## config.mk

```make
export PLATFORM = sky130hd
export DESIGN_NAME = tx_byte_shifter
export DESIGN_NICKNAME = d
export VERILOG_FILES = /design/src/rtl/i2c_slave_pkg.sv /design/src/rtl/scl_edge.sv /design/src/rtl/tx_byte_shifter.sv
export SDC_FILE = /design/constraint.sdc
export NUM_CORES = 1
export LEC_CHECK = 0
export CORE_MARGIN = 5
export CORE_UTILIZATION = 55
export CTS_BUF_LIST = sky130_fd_sc_hd__clkbuf_2 sky130_fd_sc_hd__clkbuf_4 sky130_fd_sc_hd__clkbuf_8
export CTS_CLUSTER_SIZE = 12
export DETAILED_ROUTE_END_ITERATION = 16
export GPL_TIMING_DRIVEN = 0
export PLACE_DENSITY_LB_ADDON = 0.05
export SLEW_MARGIN = 10
export SYNTH_ARGS = -nofsm -noshare
export SYNTH_HDL_FRONTEND = slang
export SYNTH_SLANG_ARGS = --single-unit
```

## constraint.sdc

```tcl
create_clock -name clk -period 2.1 [get_ports clk]
set_clock_uncertainty 0.15 [all_clocks]
set_input_delay 0.525 -clock clk [delete_from_list [all_inputs] [get_ports clk]]
set_output_delay 0.525 -clock clk [all_outputs]
set_load 0.02 [all_outputs]
```

## src/rtl/i2c_slave_pkg.sv

```systemverilog
`default_nettype none
// ============================================================================
// Module   : i2c_slave_pkg
// Purpose  : Shared types and defaults for the I2C slave transmit path.
//            Holds the byte-shifter state encoding and the default byte width.
// Ports    : (package - none)
// Revision : 1.0  initial release
// ============================================================================
package i2c_slave_pkg;

  localparam int BYTE_W_DEF = 8;

  typedef enum logic [1:0] {
    ST_IDLE  = 2'd0,
    ST_SHIFT = 2'd1,
    ST_DONE  = 2'd2
  } tx_state_t;

endpackage : i2c_slave_pkg
`default_nettype wire

```

## src/rtl/scl_edge.sv

```systemverilog
`default_nettype none
// ============================================================================
// Module   : scl_edge
// Purpose  : Brings the raw bus SCL into the clk domain through two flops and
//            detects edges against a one-flop history.
// Ports    : clk      - system clock
//            n_rst    - asynchronous active-low reset
//            scl_in   - raw SCL, asynchronous to clk
//            scl_rise - high for one cycle after a synchronized rising edge
//            scl_fall - high for one cycle after a synchronized falling edge
// Revision : 1.0  initial release
// ============================================================================
module scl_edge (
  input  logic clk,
  input  logic n_rst,
  input  logic scl_in,
  output logic scl_rise,
  output logic scl_fall
);

  logic r_sync1;
  logic r_sync2;
  logic r_hist;

  // All three flops reset high to match an idle bus, so releasing reset
  // while SCL is high cannot manufacture an edge.
  always_ff @(posedge clk or negedge n_rst) begin
    if (!n_rst) begin
      r_sync1 <= 1'b1;
      r_sync2 <= 1'b1;
      r_hist  <= 1'b1;
    end else begin
      r_sync1 <= scl_in;
      r_sync2 <= r_sync1;
      r_hist  <= r_sync2;
    end
  end

  assign scl_fall = ~r_sync2 &  r_hist;
  assign scl_rise =  r_sync2 & ~r_hist;

endmodule : scl_edge
`default_nettype wire

```

## src/rtl/tx_byte_shifter.sv

```systemverilog
`default_nettype none
// ============================================================================
// Module   : tx_byte_shifter
// Purpose  : Serializes bytes MSB first onto the SDA output select, advancing
//            one bit per SCL falling edge while the controller is in its
//            transmit phase. A one-entry hold register lets the next byte be
//            queued so back-to-back bytes run without returning to IDLE.
// Ports    : clk          - system clock
//            n_rst        - asynchronous active-low reset
//            scl_in       - raw SCL, asynchronous to clk
//            tx_enable    - transmit phase; SCL falls only count while high
//            load_data    - single-cycle strobe offering tx_data
//            tx_data      - byte to transmit, MSB first
//            tx_abort     - synchronous flush of all transmit state
//            tx_out       - current bit (shift register MSB)
//            byte_sent    - one-cycle pulse on byte completion
//            busy         - high in SHIFT and DONE
//            load_overrun - one-cycle pulse when an offered byte is dropped
//            bit_count    - bits shifted in the current byte
// Revision : 1.0  initial release
// ============================================================================
module tx_byte_shifter
  import i2c_slave_pkg::*;
#(
  parameter int BYTE_W = BYTE_W_DEF
) (
  input  logic              clk,
  input  logic              n_rst,
  input  logic              scl_in,
  input  logic              tx_enable,
  input  logic              load_data,
  input  logic [BYTE_W-1:0] tx_data,
  input  logic              tx_abort,
  output logic              tx_out,
  output logic              byte_sent,
  output logic              busy,
  output logic              load_overrun,
  output logic [3:0]        bit_count
);

  localparam logic [3:0] c_LAST_IDX = 4'(BYTE_W - 1);

  tx_state_t         r_state;
  logic [BYTE_W-1:0] r_shreg;
  logic [BYTE_W-1:0] r_hold;
  logic              r_hold_valid;
  logic [3:0]        r_bit_count;
  logic              r_byte_sent;
  logic              r_busy;
  logic              r_load_overrun;
  logic              w_scl_fall;
  logic              w_scl_rise_unused;

  scl_edge u_scl_edge (
    .clk      (clk),
    .n_rst    (n_rst),
    .scl_in   (scl_in),
    .scl_rise (w_scl_rise_unused),
    .scl_fall (w_scl_fall)
  );

  always_ff @(posedge clk or negedge n_rst) begin
    if (!n_rst) begin
      r_state        <= ST_IDLE;
      r_shreg        <= '1;
      r_hold         <= '0;
      r_hold_valid   <= 1'b0;
      r_bit_count    <= 4'd0;
      r_byte_sent    <= 1'b0;
      r_busy         <= 1'b0;
      r_load_overrun <= 1'b0;
    end else begin
      r_byte_sent    <= 1'b0;
      r_load_overrun <= 1'b0;
      if (tx_abort) begin
        // Abort overrides any load or shift requested in the same cycle.
        r_state      <= ST_IDLE;
        r_shreg      <= '1;
        r_hold_valid <= 1'b0;
        r_bit_count  <= 4'd0;
        r_busy       <= 1'b0;
      end else begin
        // A full hold register drops the offered byte in every state,
        // including DONE where the hold is being drained this same cycle.
        if (load_data && r_hold_valid) begin
          r_load_overrun <= 1'b1;
        end
        case (r_state)
          ST_IDLE: begin
            if (load_data) begin
              r_shreg     <= tx_data;
              r_bit_count <= 4'd0;
              r_state     <= ST_SHIFT;
              r_busy      <= 1'b1;
            end
          end
          ST_SHIFT: begin
            if (load_data && !r_hold_valid) begin
              r_hold       <= tx_data;
              r_hold_valid <= 1'b1;
            end
            if (tx_enable && w_scl_fall) begin
              // Fill with ones so the line idles high once the byte is out.
              r_shreg     <= {r_shreg[BYTE_W-2:0], 1'b1};
              r_bit_count <= r_bit_count + 4'd1;
              if (r_bit_count == c_LAST_IDX) begin
                r_state     <= ST_DONE;
                r_byte_sent <= 1'b1;
              end
            end
          end
          ST_DONE: begin
            if (r_hold_valid) begin
              r_shreg      <= r_hold;
              r_hold_valid <= 1'b0;
              r_bit_count  <= 4'd0;
              r_state      <= ST_SHIFT;
            end else if (load_data) begin
              r_shreg     <= tx_data;
              r_bit_count <= 4'd0;
              r_state     <= ST_SHIFT;
            end else begin
              r_shreg <= '1;
              r_state <= ST_IDLE;
              r_busy  <= 1'b0;
            end
          end
          default: begin
            r_state <= ST_IDLE;
            r_shreg <= '1;
            r_busy  <= 1'b0;
          end
        endcase
      end
    end
  end

  assign tx_out       = r_shreg[BYTE_W-1];
  assign byte_sent    = r_byte_sent;
  assign busy         = r_busy;
  assign load_overrun = r_load_overrun;
  assign bit_count    = r_bit_count;

endmodule : tx_byte_shifter
`default_nettype wire

```

==> results of run 1 <==
worst max path at each step:
stage                             from      endpoint
final                     bit_count[1]  bit_count[1]
after global routing        r_state[0]  bit_count[2]
after CTS                   r_state[1]     r_hold[0]
after detailed placement     tx_enable    r_state[0]
after global placement       tx_enable    r_shreg[1]
after floorplan           bit_count[1]    r_state[0]
cell families after synthesis:
group	synth area share
flops	0.495
buf+inv	0.0360
mux	0.0604
fa+ha+maj	0.0419
xor+xnor	0.00587
simple gates	0.125
compound gates	0.236
stage by stage:
stage | util | hold slack [ns] | power [µW] | setup TNS, ns
after floorplan | - | 0.0794 | 987 | 0
after global placement | 0.676 | 0.197 | 1090 | -2.70
after detailed placement | 0.674 | 0.197 | 1110 | -1.21
after CTS | 0.695 | 0.0634 | 1440 | 0
after global routing | 0.707 | 0.0742 | 1540 | -0.00546
final | 0.707 | 0.0502 | 1450 | 0
routing by layer:
| metal | wire [µm] | track usage | vias up | share of wire |
|---|---|---|---|---|
| li1 | - | - | 579 | - |
| met1 | 1560 | 0.276 | 629 | 0.46 |
| met2 | 1580 | 0.311 | 50 | 0.46 |
| met3 | 225 | 0.0537 | 8 | 0.066 |
| met4 | 64 | 0.133 | 0 | 0.019 |
| met5 | 0 | 0 | - | 0 |
power by group through the flow:
| stage | logic, µW | registers (µW) | clock network (µW) |
|---|---|---|---|
| after floorplan | 223 | 763 | 0 |
| after global placement | 325 | 767 | 0 |
| after detailed placement | 334 | 771 | 0 |
| after CTS | 332 | 761 | 344 |
| after global routing | 385 | 778 | 377 |
| final | 347 | 762 | 340 |
area by class of cell:
type                    count  area share
clock buffers               6      0.0250
plain buffers               7      0.0202
flip-flops and latches     29       0.411
multi-input cells          97       0.404
clock inverters             2     0.00556
well taps                  30      0.0208
inverters                   5      0.0104
repair buffers             19       0.103
cell usage after synthesis, types with 2 or more instances:
cell type | instances | share of area
sky130_fd_sc_hd__ha_1 | 5 | 0.042
sky130_fd_sc_hd__mux2_2 | 8 | 0.060
sky130_fd_sc_hd__o21ai_0 | 4 | 0.013
sky130_fd_sc_hd__buf_2 | 4 | 0.013
sky130_fd_sc_hd__a21oi_1 | 7 | 0.023
sky130_fd_sc_hd__nor2_1 | 16 | 0.040
sky130_fd_sc_hd__clkbuf_1 | 2 | 0.0050
sky130_fd_sc_hd__o221ai_1 | 7 | 0.041
sky130_fd_sc_hd__a22oi_1 | 7 | 0.035
sky130_fd_sc_hd__o211ai_1 | 3 | 0.015
sky130_fd_sc_hd__dfstp_2 | 11 | 0.19
sky130_fd_sc_hd__a41oi_1 | 8 | 0.047
sky130_fd_sc_hd__inv_1 | 4 | 0.010
sky130_fd_sc_hd__nand3_1 | 2 | 0.0067
sky130_fd_sc_hd__nand2_1 | 6 | 0.015
sky130_fd_sc_hd__nand2b_1 | 3 | 0.013
sky130_fd_sc_hd__dfrtp_1 | 18 | 0.30
sky130_fd_sc_hd__nor3_1 | 2 | 0.0067
flip-flops by register name, indices dropped and copies added, names as in the netlist:
signal / cells
r_hold: 8
u_scl_edge.r_hist: 1
u_scl_edge.r_sync2: 1
r_state: 2
bit_count: 4
u_scl_edge.r_sync1: 1
busy: 1
r_hold_valid: 1
load_overrun: 1
byte_sent: 1
r_shreg: 8
what timing repair did:
action / 4_1_cts / 5_1_grt
hold endpoints to repair: 0 / 0
gates resized for setup: 2 / 8
setup endpoints to repair: 2 / 22
hold buffers: 0 / 0
==> run_summary.xml, run 1 <==
<?xml version="1.0" encoding="UTF-8"?>
<metrics>
  <group name="clock_tree">
    <metric name="tritoncts_clock_tree" unit="">done</metric>
    <metric name="insertion_delay" unit="ns">0.33</metric>
    <metric name="max-clock-path-buffers" unit="">2</metric>
    <metric name="cts_buffers" unit="">5</metric>
    <metric name="tritoncts_num_sinks" unit="">29</metric>
    <metric name="cts.htree.levels" unit="">2</metric>
    <metric name="cts.reportedPaths.clkPinSlew" unit="ns">0.10</metric>
    <metric name="cts_setup_buffers" unit="">0</metric>
    <metric name="cts_root_buf" unit="">sky130_fd_sc_hd__clkbuf_4</metric>
  </group>
  <group name="synth">
    <metric name="synth_top_flop_cell" unit="">sky130_fd_sc_hd__dfrtp_1</metric>
    <metric name="synth.cell_area" unit="µm²">1490</metric>
    <metric name="synth_edf_count" unit="">0</metric>
    <metric name="synth-async-reset-ratio" unit="">1.00</metric>
    <metric name="yosysSeqAreaShare" unit="">0.495</metric>
    <metric name="ys_ff_latch" unit="">29</metric>
    <metric name="syn_inst" unit="">138</metric>
    <metric name="synth_warnings" unit="">0</metric>
    <metric name="postSynthAreaPerCell" unit="µm²">10.8</metric>
    <metric name="number_of_library_cell_types_mapped_by_synthesis" unit="">39</metric>
    <metric name="synthesis.nets" unit="">157</metric>
  </group>
  <group name="placed_design">
    <metric name="placedCellCount" unit="">187</metric>
    <metric name="port-buffer-count" unit="">19</metric>
    <metric name="detailed_place_hpwl" unit="µm">2300</metric>
    <metric name="place_ws" unit="ns">-0.197</metric>
    <metric name="gp_congestion" unit="">0.861</metric>
    <metric name="placedInstanceArea" unit="µm²">1720</metric>
  </group>
  <group name="worst_setup_path">
    <metric name="critical_path_cell_count" unit="">1</metric>
    <metric name="critical_path.slowest_cell" unit="">sky130_fd_sc_hd__clkdlybuf4s50_1</metric>
    <metric name="crit_path_max_incr_delay" unit="ns">0.63</metric>
    <metric name="worst-r2r-setup-slack" unit="ns">0.08</metric>
    <metric name="worst_reg2reg_path_endpoint" unit="">bit_count[2]</metric>
    <metric name="critical_path_required" unit="ns">1.42</metric>
    <metric name="worst_ep_arrival_time" unit="ns">1.39</metric>
    <metric name="type_of_destination_of_the_critical_path" unit="">primary output</metric>
    <metric name="crit_fanout" unit="">5</metric>
    <metric name="r2r_start" unit="">r_state[1]</metric>
    <metric name="critical_path_buf_inv_count" unit="">1</metric>
    <metric name="worstRegToRegCells" unit="">5</metric>
    <metric name="critPathTopFamily" unit="">buffers and inverters</metric>
    <metric name="crit_path_cell_trace" unit="">clkdlybuf4s50_1</metric>
    <metric name="setup.worst_path.start_class" unit="">flip-flop</metric>
    <metric name="timing_worst_setup_path_type" unit="">reg -&gt; out</metric>
  </group>
  <group name="layout">
    <metric name="layout_cell_share_with_drive_strength_beyond_1" unit="">0.255</metric>
    <metric name="antenna_cells_inserted" unit="">0</metric>
    <metric name="fin_nets" unit="">183</metric>
    <metric name="most-common-layout-cells" unit="">18 x sky130_fd_sc_hd__dfrtp_1, 16 x sky130_fd_sc_hd__nor2_1, 15 x sky130_fd_sc_hd__clkdlybuf4s50_1</metric>
    <metric name="mostFrequentLayoutCell" unit="">sky130_fd_sc_hd__dfrtp_1</metric>
    <metric name="flow.area_growth_from_synthesis" unit="%">20.6</metric>
    <metric name="area_occupied_by_multi_input_gates" unit="µm²">728</metric>
    <metric name="sequential_area" unit="µm²">739</metric>
    <metric name="area_of_all_placed_cells_without_fillers" unit="µm²">1800</metric>
    <metric name="fill_cells" unit="">188</metric>
    <metric name="fin_cells" unit="">195</metric>
  </group>
  <group name="route">
    <metric name="post_dr_wirelength_cell" unit="µm">17.6</metric>
    <metric name="drt_drc_violations_left" unit="">0</metric>
    <metric name="drt_wl_total" unit="µm">3420</metric>
    <metric name="detail-route-antenna-nets" unit="">0</metric>
    <metric name="drt-vias-per-instance" unit="">6.49</metric>
    <metric name="dr.first_iter.drc_count" unit="">82</metric>
    <metric name="via_count" unit="">1266</metric>
    <metric name="total_iterations_of_the_first_detailed_routing_run" unit="">4</metric>
  </group>
  <group name="global_routing">
    <metric name="first_global_vias" unit="">1347</metric>
    <metric name="grt_pass1_wl" unit="µm">5870</metric>
    <metric name="gr-usage-all-layers" unit="">0.211</metric>
    <metric name="grt_antenna_before_repair" unit="">0</metric>
    <metric name="globalRoute.totalOverflow" unit="">0</metric>
    <metric name="grt_max_degree" unit="">30</metric>
  </group>
  <group name="sta">
    <metric name="finalHoldViolCount" unit="">0</metric>
    <metric name="rsz_0062_raised_after_global_routing" unit="">yes</metric>
    <metric name="worstMarginPinSlew" unit="ns">0.629</metric>
    <metric name="timing.final.crit_share" unit="">0.983</metric>
    <metric name="timing.fmax" unit="MHz">485</metric>
    <metric name="finalCriticalPeriod" unit="ns">2.06</metric>
    <metric name="finalWorstSetupSlack" unit="ns">0.0363</metric>
    <metric name="setup-violations-final" unit="">0</metric>
    <metric name="worst_slew_margin_rel" unit="">0.581</metric>
    <metric name="final-max-slew-violation-count" unit="">0</metric>
  </group>
  <group name="run_status">
    <metric name="status" unit="">finished clean</metric>
  </group>
  <group name="min_path">
    <metric name="holdCritPathClass" unit="">in -&gt; async</metric>
  </group>
  <group name="pwr">
    <metric name="cellPowerDensity" unit="nW/µm²">805</metric>
    <metric name="sequentialPowerShare" unit="">0.526</metric>
    <metric name="pwr-share-clk" unit="">0.234</metric>
    <metric name="sw_frac_of_total" unit="">0.310</metric>
    <metric name="power_share_of_the_combinational_group" unit="">0.240</metric>
    <metric name="power_leakage" unit="µW">0.000730</metric>
    <metric name="power.net_switching" unit="µW">449</metric>
    <metric name="vdd_drop_max" unit="mV">0.695</metric>
    <metric name="power.internal" unit="µW">1000</metric>
  </group>
  <group name="floorplan">
    <metric name="floorplan.initialDensity" unit="">0.587</metric>
    <metric name="row_count" unit="">18</metric>
    <metric name="pin_count" unit="">22</metric>
    <metric name="dieWidth" unit="µm">62.1</metric>
    <metric name="die_y" unit="µm">62.1</metric>
    <metric name="dieArea" unit="µm²">3860</metric>
    <metric name="fp.coreArea" unit="µm²">2540</metric>
  </group>
  <group name="job">
    <metric name="maxCapViolCount" unit="">0</metric>
  </group>
</metrics>
Note: power is estimated with default switching activity, not from simulation.
==> run 2, diff against run 1 <==
SETUP_SLACK_MARGIN = 0.4   (was unset)
==> run 2 against run 1 <==
Against the previous run:
- sequential share of layout area decreased by 9.1 points
- highest routed layer unchanged
- critical endpoint is now r_shreg[7]
- total power increased by 22%
- combinational power increased by 74%
- die area unchanged
- via count increased by 16%
- sequential cell count unchanged
- fmax increased by 11%
- worst hold slack improved by 0.0090 ns
- largest cell class is now multi-input gates
- global-route usage increased by 6.2 points
==> run_summary.xml, run 2 (synthesis gave the netlist of run 1 again) <==
<?xml version="1.0" encoding="UTF-8"?>
<metrics>
  <group name="global_routing">
    <metric name="globalRoute.totalOverflow" unit="">0</metric>
    <metric name="first_global_vias" unit="">1501</metric>
    <metric name="grt_antenna_before_repair" unit="">0</metric>
    <metric name="gr-usage-all-layers" unit="">0.274</metric>
    <metric name="grt_pass1_wl" unit="µm">7350</metric>
    <metric name="grt_max_degree" unit="">30</metric>
    <metric name="groute.layer.met2.usage" unit="">0.414</metric>
    <metric name="top_usage_layer" unit="">met2</metric>
    <metric name="met1_track_usage_gr" unit="">0.349</metric>
    <metric name="met3_capacity_usage_during_global_routing" unit="">0.0847</metric>
  </group>
  <group name="floorplan">
    <metric name="fp.coreArea" unit="µm²">2540</metric>
    <metric name="die_y" unit="µm">62.1</metric>
    <metric name="floorplan.initialDensity" unit="">0.587</metric>
    <metric name="dieWidth" unit="µm">62.1</metric>
    <metric name="dieArea" unit="µm²">3860</metric>
    <metric name="pin_count" unit="">22</metric>
    <metric name="row_count" unit="">18</metric>
  </group>
  <group name="clock_tree">
    <metric name="tritoncts_num_sinks" unit="">29</metric>
    <metric name="cts_hold_buf" unit="">0</metric>
    <metric name="cts_root_buf" unit="">sky130_fd_sc_hd__clkbuf_4</metric>
    <metric name="cts.htree.levels" unit="">2</metric>
    <metric name="max-clock-path-buffers" unit="">2</metric>
    <metric name="insertion_delay" unit="ns">0.33</metric>
    <metric name="cts.reportedPaths.clkPinSlew" unit="ns">0.09</metric>
    <metric name="tritoncts_clock_tree" unit="">done</metric>
    <metric name="cts_buffers" unit="">5</metric>
  </group>
  <group name="placed_design">
    <metric name="port-buffer-count" unit="">19</metric>
    <metric name="detailed_place_hpwl" unit="µm">2360</metric>
    <metric name="gp_congestion" unit="">0.862</metric>
  </group>
  <group name="worst_setup_path">
    <metric name="setup.worst_path.start_class" unit="">flip-flop</metric>
    <metric name="critPathTopFamily" unit="">buffers and inverters</metric>
    <metric name="critical_path_required" unit="ns">2.18</metric>
    <metric name="critical_path_buf_inv_count" unit="">4</metric>
    <metric name="timing_worst_setup_path_type" unit="">reg -&gt; reg</metric>
    <metric name="worstRegToRegCells" unit="">8</metric>
    <metric name="setup.worst_path.start" unit="">r_state[0]</metric>
    <metric name="critical_path_cell_count" unit="">8</metric>
    <metric name="worst_reg2reg_path_endpoint" unit="">r_shreg[7]</metric>
    <metric name="type_of_destination_of_the_critical_path" unit="">flip-flop</metric>
    <metric name="r2r_start" unit="">r_state[0]</metric>
    <metric name="critical_path_end" unit="">r_shreg[7]</metric>
    <metric name="critical_path.slowest_cell" unit="">sky130_fd_sc_hd__dfrtp_2</metric>
    <metric name="crit_fanout" unit="">6</metric>
    <metric name="crit_path_cell_trace" unit="">buf_12 -&gt; ha_4 -&gt; buf_8 -&gt; nand2b_4 -&gt; a2bb2oi_4 -&gt; buf_6 -&gt; buf_4 -&gt; a41oi_2</metric>
    <metric name="worst-r2r-setup-slack" unit="ns">0.24</metric>
    <metric name="crit_path_max_incr_delay" unit="ns">0.46</metric>
    <metric name="worst_ep_arrival_time" unit="ns">1.95</metric>
  </group>
  <group name="route">
    <metric name="drt-vias-per-instance" unit="">6.62</metric>
    <metric name="dr.first_iter.drc_count" unit="">145</metric>
    <metric name="post_dr_wirelength_cell" unit="µm">23.4</metric>
    <metric name="drt_drc_violations_left" unit="">0</metric>
    <metric name="detail-route-antenna-nets" unit="">0</metric>
    <metric name="total_iterations_of_the_first_detailed_routing_run" unit="">5</metric>
    <metric name="via_count" unit="">1469</metric>
    <metric name="drt_wl_total" unit="µm">5190</metric>
  </group>
  <group name="layout">
    <metric name="flow.area_growth_from_synthesis" unit="%">56.2</metric>
    <metric name="mostFrequentLayoutCell" unit="">sky130_fd_sc_hd__buf_4</metric>
    <metric name="fin_nets" unit="">211</metric>
    <metric name="fill_cells" unit="">94</metric>
    <metric name="final_util" unit="">0.916</metric>
    <metric name="sequential_area" unit="µm²">746</metric>
    <metric name="area_occupied_by_multi_input_gates" unit="µm²">981</metric>
    <metric name="most-common-layout-cells" unit="">20 x sky130_fd_sc_hd__buf_4, 13 x sky130_fd_sc_hd__dfrtp_1, 12 x sky130_fd_sc_hd__buf_6</metric>
    <metric name="antenna_cells_inserted" unit="">0</metric>
    <metric name="layout_cell_share_with_drive_strength_beyond_1" unit="">0.620</metric>
  </group>
  <group name="sta">
    <metric name="finalHoldViolCount" unit="">0</metric>
    <metric name="finalCriticalPeriod" unit="ns">1.86</metric>
    <metric name="timing.fmax" unit="MHz">537</metric>
    <metric name="setup_tns" unit="ns">0</metric>
    <metric name="setup-violations-final" unit="">0</metric>
    <metric name="timing.final.crit_share" unit="">0.887</metric>
    <metric name="worstMarginPinSlew" unit="ns">0.651</metric>
    <metric name="worst_slew_margin_rel" unit="">0.566</metric>
    <metric name="rsz_0062_raised_after_global_routing" unit="">yes</metric>
    <metric name="final-max-slew-violation-count" unit="">0</metric>
  </group>
  <group name="min_path">
    <metric name="holdCritPathClass" unit="">in -&gt; async</metric>
  </group>
  <group name="pwr">
    <metric name="vdd_drop_max" unit="mV">0.872</metric>
    <metric name="cellPowerDensity" unit="nW/µm²">757</metric>
    <metric name="power_leakage" unit="µW">0.000941</metric>
  </group>
  <group name="job">
    <metric name="maxCapViolCount" unit="">0</metric>
  </group>
  <group name="run_status">
    <metric name="status" unit="">finished clean</metric>
  </group>
</metrics>
-- run 2: cell count changes in the layout (fill, tap and decap cells not counted), sizes merged --
cell	before	now
clkdlybuf4s50	15	9
dlygate4sd2	2	1
buf	6	42
clkinv	3	1
clkbuf	8	9
dlymetal6s2s	1	0
-- run 2: what timing repair did --
action / in CTS / in global routing
cloned: 1 / 0
endpoints found under the setup margin: 47 / 31
setup buffers: 19 / 8
pin swaps: 12 / 7
gates resized for setup: 75 / 31
-- run 2: power breakdown --
group          total (µW)  internal [µW]  switching, µW  leakage [µW]
registers             790            699           91.2      0.000341
clock network         370            171            199     0.0000348
logic                 605            325            280      0.000565
total                1760           1190            570      0.000941
-- run 2: cell type report --
| cell class | instances | area share |
|---|---|---|
| Inverter | 5 | 0.0107 |
| Sequential cell | 29 | 0.320 |
| Multi-Input combinational cell | 97 | 0.421 |
| Clock buffer | 7 | 0.0252 |
| Tap cell | 30 | 0.0161 |
| Buffer | 7 | 0.0258 |
| Timing Repair Buffer | 47 | 0.182 |
-- run 2: layer usage --
| layer | share of wire | vias to the layer above |
|---|---|---|
| li1 | - | 636 |
| met1 | 0.42 | 734 |
| met2 | 0.47 | 76 |
| met3 | 0.067 | 23 |
| met4 | 0.045 | 0 |
| met5 | 0 | - |
-- run 2: worst min path at each step --
stage / end / slack (ns) / cells after the start
final: r_hold[3] / 0.06 / 1
after global routing: bit_count[3] / 0.08 / 1
after CTS: u_scl_edge.r_sync2 / 0.22 / 0
after detailed placement: u_scl_edge.r_sync2 / 0.20 / 0
after global placement: u_scl_edge.r_sync2 / 0.20 / 0
after floorplan: bit_count[0] / 0.08 / 0
-- run 2: through the flow --
step | instance area (µm²) | hold WS, ns | total power [µW] | setup WS, ns | instances
6_report | 2330 | 0.0592 | 1760 | 0.238 | 222
5_1_grt | 2330 | 0.0752 | 1840 | 0.199 | 222
3_3_place_gp | 1800 | 0.197 | 1120 | -0.177 | 187
4_1_cts | 2210 | 0.216 | 1660 | 0.222 | 214
2_1_floorplan | 1580 | 0.0794 | 1020 | 0.309 | 138
3_5_place_dp | 1800 | 0.203 | 1140 | -0.210 | 187
